### src/rtl/frame_unpacker_pkg.sv
`default_nettype none
// ============================================================================
// Module   : frame_unpacker_pkg
// Brief    : Frame geometry and FSM encoding shared by the frame unpacker.
// Revision : 1.0
// ============================================================================
package frame_unpacker_pkg;

    localparam int FRAME_W       = 512;
    localparam int FRAME_H       = 424;
    localparam int FRAME_PIXELS  = FRAME_W * FRAME_H;
    localparam int FRAME_LOGSIZE = 18;
    localparam int FRAME_BYTES   = FRAME_PIXELS / 8;

    localparam logic [0:0] c_ST_IDLE = 1'b0;
    localparam logic [0:0] c_ST_RUN  = 1'b1;

    typedef struct packed {
        logic sync_err;
        logic short_frame;
    } err_flags_t;

endpackage
`default_nettype wire

### src/rtl/frame_unpacker_if.sv
`default_nettype none
// ============================================================================
// Module   : frame_unpacker_if
// Brief    : Packed byte stream in, pixel BRAM write port and status out.
// Revision : 1.0
// ============================================================================
interface frame_unpacker_if
    import frame_unpacker_pkg::*;
#(
    parameter int LOGSIZE = FRAME_LOGSIZE
) ();

    logic [7:0]         byte_data;
    logic               byte_valid;
    logic               byte_sof;
    logic               byte_ready;
    logic [LOGSIZE-1:0] wr_addr;
    logic               wr_din;
    logic               wr_we;
    logic               buf_sel;
    logic               frame_done;
    logic [15:0]        frame_count;
    logic               sync_err;
    logic               short_frame;

    modport master (
        output byte_data, byte_valid, byte_sof,
        input  byte_ready, wr_addr, wr_din, wr_we, buf_sel,
        input  frame_done, frame_count, sync_err, short_frame
    );

    modport slave (
        input  byte_data, byte_valid, byte_sof,
        output byte_ready, wr_addr, wr_din, wr_we, buf_sel,
        output frame_done, frame_count, sync_err, short_frame
    );

endinterface
`default_nettype wire

### src/rtl/frame_unpacker_byte_serializer.sv
`default_nettype none
// ============================================================================
// Module   : byte_serializer
// Brief    : Shifts a loaded byte out LSB first, one bit per cycle.
// Revision : 1.0
// ============================================================================
module byte_serializer (
    input  logic       clk,
    input  logic       rst,
    input  logic       i_load,
    input  logic [7:0] i_data,
    output logic       o_bit,
    output logic       o_pending,
    output logic       o_last,
    output logic       o_ready
);

    logic [7:0] r_shift;
    logic [2:0] r_cnt;
    logic       r_pending;

    always_ff @(posedge clk or posedge rst) begin
        if (rst) begin
            r_shift   <= '0;
            r_cnt     <= '0;
            r_pending <= 1'b0;
        end else if (i_load) begin
            r_shift   <= i_data;
            r_cnt     <= '0;
            r_pending <= 1'b1;
        end else if (r_pending) begin
            r_shift <= {1'b0, r_shift[7:1]};
            r_cnt   <= r_cnt + 3'd1;
            if (r_cnt == 3'd7) begin
                r_pending <= 1'b0;
            end
        end
    end

    assign o_bit     = r_shift[0];
    assign o_pending = r_pending;
    assign o_last    = r_pending && (r_cnt == 3'd7);
    // Accepting during the 8th bit lets the next byte follow without a bubble.
    assign o_ready   = !r_pending || o_last;

endmodule
`default_nettype wire

### src/rtl/frame_unpacker.sv
`default_nettype none
// ============================================================================
// Module   : frame_unpacker
// Brief    : Unpacks 8-pixel bytes into per-pixel frame BRAM writes.
// Revision : 1.0
// ============================================================================
module frame_unpacker
    import frame_unpacker_pkg::*;
#(
    parameter int SIZE    = FRAME_PIXELS,
    parameter int LOGSIZE = FRAME_LOGSIZE
) (
    input logic             clk,
    input logic             reset,
    frame_unpacker_if.slave bus
);

    localparam logic [LOGSIZE-1:0] c_last_addr = LOGSIZE'(SIZE - 1);

    logic [0:0]         r_state;
    logic [LOGSIZE-1:0] r_addr;
    logic               r_buf_sel;
    logic               r_frame_done;
    logic [15:0]        r_frame_count;
    err_flags_t         r_flags;

    logic w_accept;
    logic w_load;
    logic w_frame_end;
    logic w_ready;
    logic w_ser_bit;
    logic w_ser_pending;
    logic w_ser_last;
    logic w_ser_ready;

    assign w_accept    = bus.byte_valid && w_ready;
    // Non-SOF bytes seen while idle are swallowed, never serialized.
    assign w_load      = w_accept && (bus.byte_sof || (r_state == c_ST_RUN));
    assign w_frame_end = (r_state == c_ST_RUN) && w_ser_last && (r_addr == c_last_addr);
    assign w_ready     = w_ser_ready && !w_frame_end && !reset;

    byte_serializer u_ser (
        .clk       (clk),
        .rst       (reset),
        .i_load    (w_load),
        .i_data    (bus.byte_data),
        .o_bit     (w_ser_bit),
        .o_pending (w_ser_pending),
        .o_last    (w_ser_last),
        .o_ready   (w_ser_ready)
    );

    always_ff @(posedge clk or posedge reset) begin
        if (reset) begin
            r_state       <= c_ST_IDLE;
            r_addr        <= '0;
            r_buf_sel     <= 1'b0;
            r_frame_done  <= 1'b0;
            r_frame_count <= '0;
            r_flags       <= '0;
        end else begin
            r_frame_done <= 1'b0;
            if (r_state == c_ST_IDLE) begin
                if (w_accept) begin
                    if (bus.byte_sof) begin
                        r_state <= c_ST_RUN;
                        r_addr  <= '0;
                    end else begin
                        r_flags.sync_err <= 1'b1;
                    end
                end
            end else if (w_frame_end) begin
                r_state       <= c_ST_IDLE;
                r_frame_done  <= 1'b1;
                r_buf_sel     <= ~r_buf_sel;
                r_frame_count <= r_frame_count + 16'd1;
            end else if (w_accept && bus.byte_sof) begin
                r_addr              <= '0;
                r_flags.short_frame <= 1'b1;
            end else if (w_accept || (w_ser_pending && !w_ser_last)) begin
                // On a byte gap the address parks on the last written pixel.
                r_addr <= r_addr + LOGSIZE'(1);
            end
        end
    end

    assign bus.byte_ready  = w_ready;
    assign bus.wr_addr     = r_addr;
    assign bus.wr_din      = w_ser_bit;
    assign bus.wr_we       = w_ser_pending;
    assign bus.buf_sel     = r_buf_sel;
    assign bus.frame_done  = r_frame_done;
    assign bus.frame_count = r_frame_count;
    assign bus.sync_err    = r_flags.sync_err;
    assign bus.short_frame = r_flags.short_frame;

endmodule
`default_nettype wire

### src/flat_wrapper.sv
// flat-port wrapper written by rule: the top's interface ports become plain ports
module frame_unpacker_flat import frame_unpacker_pkg::*;
#(
    parameter int SIZE    = FRAME_PIXELS,
    parameter int LOGSIZE = FRAME_LOGSIZE
)
  (clk, reset, bus_byte_data, bus_byte_valid, bus_byte_sof, bus_byte_ready, bus_wr_addr, bus_wr_din, bus_wr_we, bus_buf_sel, bus_frame_done, bus_frame_count, bus_sync_err, bus_short_frame);
  frame_unpacker_if #(.LOGSIZE(LOGSIZE)) bus_i ();
  input logic clk;
  input logic reset;
  input wire logic [$bits(bus_i.byte_data)-1:0] bus_byte_data;
  input wire logic [$bits(bus_i.byte_valid)-1:0] bus_byte_valid;
  input wire logic [$bits(bus_i.byte_sof)-1:0] bus_byte_sof;
  output wire logic [$bits(bus_i.byte_ready)-1:0] bus_byte_ready;
  output wire logic [$bits(bus_i.wr_addr)-1:0] bus_wr_addr;
  output wire logic [$bits(bus_i.wr_din)-1:0] bus_wr_din;
  output wire logic [$bits(bus_i.wr_we)-1:0] bus_wr_we;
  output wire logic [$bits(bus_i.buf_sel)-1:0] bus_buf_sel;
  output wire logic [$bits(bus_i.frame_done)-1:0] bus_frame_done;
  output wire logic [$bits(bus_i.frame_count)-1:0] bus_frame_count;
  output wire logic [$bits(bus_i.sync_err)-1:0] bus_sync_err;
  output wire logic [$bits(bus_i.short_frame)-1:0] bus_short_frame;
  assign bus_i.byte_data = bus_byte_data;
  assign bus_i.byte_valid = bus_byte_valid;
  assign bus_i.byte_sof = bus_byte_sof;
  assign bus_byte_ready = bus_i.byte_ready;
  assign bus_wr_addr = bus_i.wr_addr;
  assign bus_wr_din = bus_i.wr_din;
  assign bus_wr_we = bus_i.wr_we;
  assign bus_buf_sel = bus_i.buf_sel;
  assign bus_frame_done = bus_i.frame_done;
  assign bus_frame_count = bus_i.frame_count;
  assign bus_sync_err = bus_i.sync_err;
  assign bus_short_frame = bus_i.short_frame;
  frame_unpacker #(.SIZE(SIZE), .LOGSIZE(LOGSIZE)) u_core (.clk(clk), .reset(reset), .bus(bus_i));
endmodule
### config.mk
export PLATFORM = sky130hd
export DESIGN_NAME = frame_unpacker_flat
export DESIGN_NICKNAME = d
export VERILOG_FILES = /design/src/rtl/frame_unpacker_pkg.sv /design/src/rtl/frame_unpacker_if.sv /design/src/rtl/frame_unpacker_byte_serializer.sv /design/src/rtl/frame_unpacker.sv /design/src/flat_wrapper.sv
export SDC_FILE = /design/constraint.sdc
export NUM_CORES = 1
export LEC_CHECK = 0
export BUFFER_PORTS_ARGS = -buffer_cell sky130_fd_sc_hd__buf_4
export CAP_MARGIN = 10
export CORE_MARGIN = 8
export CORE_UTILIZATION = 49
export CTS_CLUSTER_SIZE = 24
export DETAILED_ROUTE_END_ITERATION = 8
export GPL_TIMING_DRIVEN = 0
export PLACE_DENSITY = 0.75
export SLEW_MARGIN = 20
export SYNTH_ARGS = -nofsm -noshare
export SYNTH_HDL_FRONTEND = slang
export SYNTH_SLANG_ARGS = --single-unit
### constraint.sdc
create_clock -name clk -period 2.2 [get_ports clk]
set_input_delay 0.33 -clock clk [delete_from_list [all_inputs] [get_ports clk]]
set_output_delay 0.33 -clock clk [all_outputs]
set_load 0.03 [all_outputs]
==> results of run 1 <==
[timing repair]
action | CTS | global route
setup endpoints to repair | 26 | 24
hold endpoints to repair | 0 | 0
buffers inserted | 2 | 10
gates cloned | 0 | 1
pin swaps | 2 | 5
gates resized for setup | 10 | 24
[report_power, final]
part           switching [W]  internal (W)
Sequential          0.000199       0.00113
Combinational       0.000854      0.000724
Clock               0.000332      0.000228
Total                0.00138       0.00209
[Yosys cell counts (3+ instances only)]
cell type / count
a21oi_1: 14
a22o_1: 3
a31oi_1: 8
and3_1: 3
buf_2: 5
dfrtp_1: 51
ha_1: 4
inv_1: 4
mux2_2: 7
mux2_4: 8
nand2_1: 19
nand2b_1: 3
nand3_1: 13
nand4_1: 9
nor2_1: 16
nor2b_1: 3
nor3_1: 6
nor4_1: 3
o21a_1: 7
o21ai_0: 9
o31ai_1: 7
xnor2_1: 14
xor2_1: 3
[metrics by stage]
step           area (um2)  hold slack, ns  total power (W)
2_1_floorplan        2590           0.479          0.00229
3_3_place_gp         3070           0.460          0.00266
3_5_place_dp         3090           0.411          0.00270
4_1_cts              3240          0.0692          0.00328
5_1_grt              3430          0.0988          0.00367
6_report             3430          0.0603          0.00347
[sequential cells by signal (all words and copies together) (netlist names)]
register                flops
u_core.bus.wr_addr         18
u_core.bus.frame_count     16
u_core.u_ser.r_shift        8
u_core.u_ser.r_cnt          3
u_core.bus.buf_sel          1
u_core.bus.frame_done       1
u_core.bus.short_frame      1
u_core.bus.sync_err         1
u_core.r_state              1
u_core.u_ser.o_pending      1
[worst reg2reg max path, stage by stage, from the launching register on]
cell and delay [ns]:
dfrtp_2 0.46, nand4b_1 0.22, nor3b_2 0.33, nand3_2 0.17, buf_4 0.17, buf_4 0.14, buf_4 0.18, nor3_1 0.24
xor2_1 0.16
[routing by layer]
metal  vias up  routed length [um]
met5         -                   0
met4         0                  36
met3         2                 411
met2        62                3120
met1      1048                2740
li1       1031                   -
[cells by family (layout without fill, tap and decap cells)]
logic type / Yosys count / after routing / share of synthesized area
compound gates: 53 / 53 / 0.130
mux: 17 / 17 / 0.0848
fa+ha+maj: 4 / 4 / 0.0194
buf+inv: 14 / 88 / 0.0271
flops: 51 / 51 / 0.494
xor+xnor: 17 / 17 / 0.0577
simple gates: 88 / 88 / 0.187
[area by class of cell]
class	instances	area [um2]
Buffer	9	76.3
Clock buffer	5	68.8
Clock inverter	3	23.8
Fill cell	404	1680
Inverter	5	21.3
Multi-Input combinational cell	179	1340
Sequential cell	51	1280
Tap cell	70	87.6
Timing Repair Buffer	66	529
[final timing paths]
kind                                                 start                          to  slack, ns
worst max-delay path                u_core.bus.wr_addr[15]              bus_byte_ready      -0.03
worst min-delay path                                 reset       u_core.u_ser.r_cnt[0]       0.06
worst max register to register      u_core.bus.wr_addr[15]   u_core.bus.frame_count[8]       0.06
worst min register to register  u_core.bus.frame_count[15]  u_core.bus.frame_count[15]       0.47
max in group asynchronous                            reset       u_core.bus.wr_addr[8]       1.62
min in group clk                          bus_byte_data[4]     u_core.u_ser.r_shift[4]       0.24
==> summary.md, run 1 <==
| Metric | Value |
|---|---|
| Fin crit share | 1.01 |
| M3 GR Usage | 0.0409 |
| DRC Markers | 0 |
| Overflow after GRT | 0 |
| Worst Path Required | roughly 1.9 ns |
| Drt pass-1 iters | 4 |
| Top-area cell type share of the netlist area | 0.494 |
| DR WL/cell | about 16 um |
| Yosys warns | 0 |
| Slew Limit Fails | 0 |
| Maximum vdd drop | around 0.75 mV |
| Worst path bufs/invs | 3 |
| Crit-path cells | nand4b_1, nor3b_2, nand3_2, inv_4, buf_8, nor3_4, buf_6 |
| F_max | roughly 0.45 GHz |
| Clock skew | 0.0120 ns |
| LEAKAGE | around 1.6 nW |
| Hpwl dp | roughly 4.3 mm |
| First DRT Iteration DRCs | 196 |
| Die area | between 0.007 and 0.008 mm2 |
| Number of max-cap violations | 0 |
| Fin. Hold Viols | 0 |
| Largest net degree at the start of global routing | 32 |
| P per Cell Area | 1010 mW/mm2 |
| Antenna-violating nets left | 0 |
| # nets final | about 330 |
| WL final | around 6.3 mm |
| Commonest cells after routing, fill and taps aside | buf_4, dfrtp_1, nand2_1 |
| Register area share after synthesis | 0.494 |
| I/O Buffers | 52 |
| Critical path depth | 7 |
| P&R area growth vs syn | 32.8% |
| Post-synth top flop | dfrtp_1 |
| CORE AREA | about 0.0051 mm2 |
| Dpl cells | roughly 370 |
| CP Class | reg2out |
| Initial antenna violation count | 0 |
| Slowest cell on the critical path | dfrtp_2 |
| Measured slew at the worst slew-check pin | between 0.6 and 0.7 ns |
| Crit path launch type | flop |
| Row count | 26 |
| Post-synth ARST share | 1.00 |
| Commonest non-fill, non-tap cell in the layout | buf_4 |
| Distinct cells, synth | 43 |
| Worst-path clk slew | roughly 0.10 ns |
| Initial core utilization | 0.506 |
| Layout Cells excl Fill | 388 |
| Clk Latency, worst-skew pair | between 0.3 and 0.4 ns |
| Synth top area cells | dfrtp_1, xnor2_1, mux2_4 |
| Antenna diode count | 0 |
| Setup Viol. Count Final | 1 |
| Cell count of the worst reg-to-reg path | 8 |
| Vias in the first global route | 1976 |
| CTS root buf | clkbuf_8 |
| Ratio of cells with drive above 1 in the final layout | 0.387 |
| GRT met2 Usage | 0.247 |
| CTS tree | built |
| CP max stage delay | roughly 0.46 ns |
| Setup TNS | -0.0269 ns |
| GR Util met1 | 0.202 |
| EDFF count, synth | 0 |
| Max Root-Sink Buffers | 2 |
| Setup WS pre-CTS | -0.208 ns |
| Busiest grt layer | met2 |
| Crit path max-delay family | simple AND/OR/NAND/NOR gates |
| CTS sink cnt | 51 |
| Crit path max fanout | 7 |
| Total CTS buffers | 5 |
| Cts hold-fix bufs | 0 |
| Avg Cell Area, Syn | 10.6 um2 |
| Arr. time, crit path | approximately 1.9 ns |
| Htree depth | 2 |
| Relative slew slack | 0.547 |
| Yosys top cell by area | dfrtp_1 |
| Crit. End Element | primary output |
| Final worst slack | -0.0269 ns |
| Die width | about 89 um |
| First-pass GRT wire length | between 9 and 10 mm |
| Placer Congestion | 0.846 |
| Post-Syn Nets | 260 |
| Die Y | between 80 and 90 um |
| Cells after Synth | between 200 and 250 |
| Post-Syn Area | around 0.0026 mm2 |
| Status | complete, but fails checks |
| RSZ-0062 raised after global routing | yes |
| Post-layout min period | 2.23 ns |
| Boundary Pins | 53 |
| Flops & latches, synth | 51 |
| GRT Overall Usage | 0.157 |
| Routed vias/inst | 5.52 |
| Via Count | between 2k and 2.5k |
| Failing checks | setup timing |
| Finished Core Util | 0.671 |
| Worst min path class | in2async |
(Power assumes the default switching activity.)
==> run 2: changes to the inputs <==
--- a/config.mk
+++ b/config.mk
@@ -13,6 +13,7 @@
 export DETAILED_ROUTE_END_ITERATION = 8
 export GPL_TIMING_DRIVEN = 0
 export PLACE_DENSITY = 0.75
+export RECOVER_POWER = 25
 export SLEW_MARGIN = 20
 export SYNTH_ARGS = -nofsm -noshare
 export SYNTH_HDL_FRONTEND = slang
==> summary.md, run 2 (synthesis results as in run 1) <==
| Metric | Value |
|---|---|
| Fin crit share | 1.01 (about the same) |
| CTS root buf | clkbuf_8 (unchanged) |
| Die area | 0.00785 mm2 (unchanged) |
| Worst Path Required | 1.87 ns (about the same) |
| CTS sink cnt | 51 (unchanged) |
| Die Y | 88.6 um (unchanged) |
| Arr. time, crit path | 1.90 ns (about the same) |
| Antenna diode count | 0 (unchanged) |
| Measured slew at the worst slew-check pin | 0.788 ns (was 0.672 ns) |
| DRC Markers | 0 (unchanged) |
| DR WL/cell | 16.2 um (about the same) |
| Slew Limit Fails | 0 (unchanged) |
| GRT Overall Usage | 0.157 (unchanged) |
| Setup TNS | -0.0275 ns (was -0.0269 ns) |
| Crit path max fanout | 7 (unchanged) |
| First-pass GRT wire length | 9.61 mm (unchanged) |
| R2r endpoint | u_core.bus.frame_count[8] (unchanged) |
| Die width | 88.6 um (unchanged) |
| CORE AREA | 0.00511 mm2 (unchanged) |
| Via Count | 2127 (was 2143) |
| P per Cell Area | 1010 mW/mm2 (about the same) |
| Worst-path clk slew | 0.10 ns (about the same) |
| Fill cell count | 406 (was 404) |
| Finished Core Util | 0.668 (was 0.671) |
| Final worst slack | -0.0275 ns (was -0.0269 ns) |
| Boundary Pins | 53 (unchanged) |
| Commonest cells after routing, fill and taps aside | buf_4, dfrtp_1, nand2_1 (unchanged) |
| Routed vias/inst | 5.48 (was 5.52) |
| Worst min path class | in2async (unchanged) |
| Max Root-Sink Buffers | 2 (unchanged) |
| Worst path bufs/invs | 3 (unchanged) |
| Row count | 26 (unchanged) |
| Setup Viol. Count Final | 1 (unchanged) |
| Commonest non-fill, non-tap cell in the layout | buf_4 (unchanged) |
| Antenna-violating nets left | 0 (unchanged) |
| CP Class | reg2out (unchanged) |
| Status | complete, but fails checks (unchanged) |
| Placer Congestion | 0.846 (unchanged) |
| I/O Buffers | 52 (unchanged) |
| Cell count of the worst reg-to-reg path | 8 (unchanged) |
| Hold slack final | 0.195 ns (was 0.0603 ns) |
| LEAKAGE | 1.60 nW (about the same) |
| Failing checks | setup timing (unchanged) |
| Maximum vdd drop | 0.750 mV (about the same) |
| P&R area growth vs syn | 32.2% (was 32.8%) |
| Slowest cell on the critical path | dfrtp_2 (unchanged) |
| Crit-path cells | nand4b_1, nor3b_2, nand3_2, inv_4, buf_8, nor3_4, buf_6 (unchanged) |
| Total CTS buffers | 5 (unchanged) |
| CP startpoint | u_core.bus.wr_addr[15] (unchanged) |
| Fin. Hold Viols | 0 (unchanged) |
| Largest net degree at the start of global routing | 32 (unchanged) |
| Relative slew slack | 0.474 (was 0.547) |
| CTS tree | built (unchanged) |
| F_max | 0.449 GHz (about the same) |
| Number of max-cap violations | 0 (unchanged) |
| Hpwl dp | 4.33 mm (unchanged) |
| Cts hold-fix bufs | 0 (unchanged) |
| Htree depth | 2 (unchanged) |
| R2R setup slack | 0.07 ns (was 0.06 ns) |
| Post-layout min period | 2.23 ns (about the same) |
| First DRT Iteration DRCs | 184 (was 196) |
| Crit path max-delay family | simple AND/OR/NAND/NOR gates (unchanged) |
| Crit path launch type | flop (unchanged) |
| WL final | 6.30 mm (about the same) |
| Crit. End Element | primary output (unchanged) |
| Initial antenna violation count | 0 (unchanged) |
| Overflow after GRT | 0 (unchanged) |
| Vias in the first global route | 1976 (unchanged) |
| CP max stage delay | 0.47 ns (was 0.46 ns) |
| Drt pass-1 iters | 4 (unchanged) |
| RSZ-0062 raised after global routing | yes (unchanged) |
| Initial core utilization | 0.506 (unchanged) |
| Clock skew | 0.0111 ns (was 0.0120 ns) |
| Max reg flops | 18 (unchanged) |
| Ratio of cells with drive above 1 in the final layout | 0.384 (was 0.387) |
| Clk Latency, worst-skew pair | 0.31 ns (was 0.32 ns) |
| Critical R2R Launch | u_core.bus.wr_addr[15] (unchanged) |
| # nets final | 333 (unchanged) |
-- run 2: cell types whose count changed in the layout (fill, tap and decap cells not counted) --
cell | before | now
clkbuf_2 | 0 | 1
inv_2 | 1 | 0
inv_1 | 3 | 4
buf_12 | 2 | 1
-- run 2: report_power, final --
part           leakage, nW  switching [W]  internal (W)
combinational        0.893       0.000853      0.000721
sequential           0.664       0.000198       0.00113
clock               0.0408       0.000330      0.000228
total                 1.60        0.00138       0.00208
-- run 2: worst max path at each step --
stage | cells after the start | to
final | 7 | bus_byte_ready
after global routing | 7 | bus_byte_ready
after CTS | 7 | bus_byte_ready
after detailed placement | 8 | u_core.bus.wr_addr[15]
after global placement | 2 | u_core.bus.wr_addr[1]
after floorplan | 8 | u_core.u_ser.r_shift[0]
-- run 2: final cells by class --
| type | instances | area [um2] | area share |
|---|---|---|---|
| buffer | 9 | 76.3 | 0.0224 |
| tap | 70 | 87.6 | 0.0257 |
| clock inverter | 3 | 23.8 | 0.00696 |
| inverter | 5 | 21.3 | 0.00623 |
| timing repair buffer | 66 | 514 | 0.151 |
| multi-input combinational | 179 | 1340 | 0.392 |
| clock buffer | 5 | 68.8 | 0.0202 |
| sequential | 51 | 1280 | 0.376 |
-- run 2: repair_timing --
action / CTS / global route
setup buffers: 2 / 10
gates cloned: 0 / 1
endpoints found under the hold margin: 0 / 0
pin swaps: 2 / 5
gates resized for setup: 10 / 24
setup endpoints to repair: 26 / 24
-- run 2: through the flow --
stage	power [W]	instance area (um2)	instances	setup slack [ns]
6_report	0.00346	3410	388	-0.0275
5_1_grt	0.00367	3410	388	-0.0847
4_1_cts	0.00328	3240	377	-0.118
3_5_place_dp	0.00270	3090	367	-0.208
2_1_floorplan	0.00229	2590	244	0.0274
3_3_place_gp	0.00266	3070	366	-0.205
-- run 2: metal layers --
metal	wire length [um]	global-route usage	share of wire	vias to the layer above
met3	441	0.0409	0.070	2
li1	-	-	-	1032
met2	3140	0.247	0.50	59
met5	0	0	0	-
met1	2680	0.202	0.43	1034
met4	36	0.0599	0.0057	0
==> run 3: changes to the inputs <==
--- a/config.mk
+++ b/config.mk
@@ -9,6 +9,7 @@
 export CAP_MARGIN = 10
 export CORE_MARGIN = 8
 export CORE_UTILIZATION = 49
+export CTS_BUF_LIST = sky130_fd_sc_hd__clkbuf_16
 export CTS_CLUSTER_SIZE = 24
 export DETAILED_ROUTE_END_ITERATION = 8
 export GPL_TIMING_DRIVEN = 0
==> summary.md, run 3 (synthesis results as in run 1) <==
| Metric | Value |
|---|---|
| Sw frac | 0.382 (was 0.399) |
| Internal Power | 0.00220 W (was 0.00208 W) |
| Total CTS buffers | 5 (unchanged) |
| Htree depth | 2 (unchanged) |
| Row count | 26 (unchanged) |
| Relative slew slack | 0.484 (was 0.474) |
| Crit path launch type | flop (unchanged) |
| P&R area growth vs syn | 30.3% (was 32.2%) |
| Measured slew at the worst slew-check pin | 0.774 ns (was 0.788 ns) |
| Final worst slack | -0.00118 ns (was -0.0275 ns) |
| Clk Latency, worst-skew pair | 0.29 ns (was 0.31 ns) |
| Failing checks | setup timing (unchanged) |
| Seq. cell area | 0.00128 mm2 (about the same) |
| Status | complete, but fails checks (unchanged) |
| Clock skew | 0.00564 ns (was 0.0111 ns) |
| Psw | 0.00136 W (was 0.00138 W) |
| Ratio of cells with drive above 1 in the final layout | 0.357 (was 0.384) |
| Fin. Hold Viols | 0 (unchanged) |
| CTS tree | built (unchanged) |
| CTS root buf | clkbuf_16 (was clkbuf_8) |
| Die Y | 88.6 um (unchanged) |
| DR WL/cell | 15.9 um (was 16.2 um) |
| Crit-path cells | nand4b_1, nor3b_2, nand3_2, inv_4, buf_8, nor3_2, buf_4 (was nand4b_1, nor3b_2, nand3_2, inv_4, buf_8, nor3_4, buf_6) |
| WL final | 6.11 mm (was 6.30 mm) |
| Crit path max fanout | 7 (unchanged) |
| Setup Viol. Count Final | 1 (unchanged) |
| Slowest cell on the critical path | dfrtp_2 (unchanged) |
| Largest net degree at the start of global routing | 32 (unchanged) |
| Overflow after GRT | 0 (unchanged) |
| Max reg flops | 18 (unchanged) |
| Placed instance area | 0.00309 mm2 (unchanged) |
| Boundary Pins | 53 (unchanged) |
| P per Cell Area | 1060 mW/mm2 (was 1010 mW/mm2) |
| Combinational share of power | 0.409 (was 0.454) |
| Commonest cells after routing, fill and taps aside | buf_4, dfrtp_1, nand2_1 (unchanged) |
| CTS sink cnt | 51 (unchanged) |
| Slew Limit Fails | 0 (unchanged) |
| Initial core utilization | 0.506 (unchanged) |
| Post-layout min period | 2.20 ns (was 2.23 ns) |
| Worst-path clk slew | 0.07 ns (was 0.10 ns) |
| Cts hold-fix bufs | 0 (unchanged) |
| # nets final | 329 (was 333) |
| CP Class | reg2out (unchanged) |
| Setup TNS | -0.00118 ns (was -0.0275 ns) |
| Commonest non-fill, non-tap cell in the layout | buf_4 (unchanged) |
| Vias in the first global route | 2010 (was 1976) |
| Via Count | 2125 (was 2127) |
| RSZ-0062 raised after global routing | yes (unchanged) |
| Number of max-cap violations | 0 (unchanged) |
| GRT Overall Usage | 0.158 (was 0.157) |
| LEAKAGE | 1.59 nW (was 1.60 nW) |
| Max Root-Sink Buffers | 2 (unchanged) |
| I/O Buffers | 52 (unchanged) |
| Arr. time, crit path | 1.87 ns (was 1.90 ns) |
| Initial antenna violation count | 0 (unchanged) |
| CORE AREA | 0.00511 mm2 (unchanged) |
| F_max | 0.454 GHz (was 0.449 GHz) |
| DRC Markers | 0 (unchanged) |
| Fin crit share | 1.00 (was 1.01) |
| Worst min path class | in2async (unchanged) |
| Drt pass-1 iters | 4 (unchanged) |
| Antenna diode count | 0 (unchanged) |
| Layout Cells excl Fill | 384 (was 388) |
| Placer Congestion | 0.846 (unchanged) |
| Fill cell count | 418 (was 406) |
| CP max stage delay | 0.45 ns (was 0.47 ns) |
| Die width | 88.6 um (unchanged) |
| First DRT Iteration DRCs | 175 (was 184) |
| Hpwl dp | 4.33 mm (unchanged) |
| Clock power frac | 0.219 (was 0.161) |
| Worst Path Required | 1.87 ns (about the same) |
| Die area | 0.00785 mm2 (unchanged) |
| Routed vias/inst | 5.53 (was 5.48) |
| Seq pwr share | 0.372 (was 0.385) |
| Setup WS pre-CTS | -0.208 ns (unchanged) |
| Crit. End Element | primary output (unchanged) |
| Antenna-violating nets left | 0 (unchanged) |
| Dpl cells | 367 (unchanged) |
| First-pass GRT wire length | 9.76 mm (was 9.61 mm) |
| Multi-input gate area | 0.00130 mm2 (was 0.00134 mm2) |
| Finished layout cell area | 0.00336 mm2 (was 0.00341 mm2) |
| Maximum vdd drop | 0.777 mV (was 0.750 mV) |
-- run 3: layout make-up --
cell class,instances,area share
flip-flops and latches,51,0.381
plain buffers,8,0.0171
clock buffers,5,0.0372
multi-input cells,179,0.386
clock inverters,3,0.00707
inverters,5,0.00632
repair buffers,63,0.140
well taps,70,0.0260
-- run 3: power by group through the flow --
stage,logic (W),clock network (W),registers [W]
finish,0.00145,0.000777,0.00132
global route,0.00158,0.000823,0.00135
CTS,0.00139,0.000786,0.00132
detailed placement,0.00138,0,0.00132
global placement,0.00134,0,0.00132
floorplan,0.000791,0,0.00149
-- run 3: stage by stage --
stage / utilization / total power, W / hold WS, ns
floorplan: - / 0.00229 / 0.479
global placement: 0.601 / 0.00266 / 0.460
detailed placement: 0.605 / 0.00270 / 0.411
CTS: 0.645 / 0.00349 / 0.100
global route: 0.659 / 0.00376 / 0.266
finish: 0.659 / 0.00355 / 0.207
-- run 3: path summary, 6_finish.rpt --
path,start,endpoint,slack (ns),cells past startpoint
max reg2reg,u_core.u_ser.r_cnt[0],u_core.u_ser.r_shift[0],0.07,8
min in group clk,bus_byte_data[5],u_core.u_ser.r_shift[5],0.27,2
min reg2reg,u_core.bus.frame_count[15],u_core.bus.frame_count[15],0.47,1
min,reset,u_core.u_ser.r_cnt[0],0.21,2
max,u_core.bus.wr_addr[15],bus_byte_ready,-0.001,7
max in group asynchronous,reset,u_core.bus.wr_addr[8],0.73,3
-- run 3: per-layer routing --
metal  up-vias  GRT usage  part of all wire
met5         -          0                 0
met4         0     0.0553             0.015
met3         9     0.0381             0.059
met2        60      0.251              0.48
met1      1025      0.204              0.45
li1       1031          -                 -
-- run 3: timing repair --
item                       4_1_cts  5_1_grt
setup endpoints to repair       26       25
setup buffers                    2        8
cloned                           0        0
hold endpoints to repair         0        0
resized for setup               13        8
pin swaps                        2        3
-- run 3: worst max-delay path, delay by kind of cell, from the launching register on --
kind	cells	cell delay (ns)
and+or+nand+nor	4	0.75
DFF	1	0.45
buffers and inverters	3	0.37
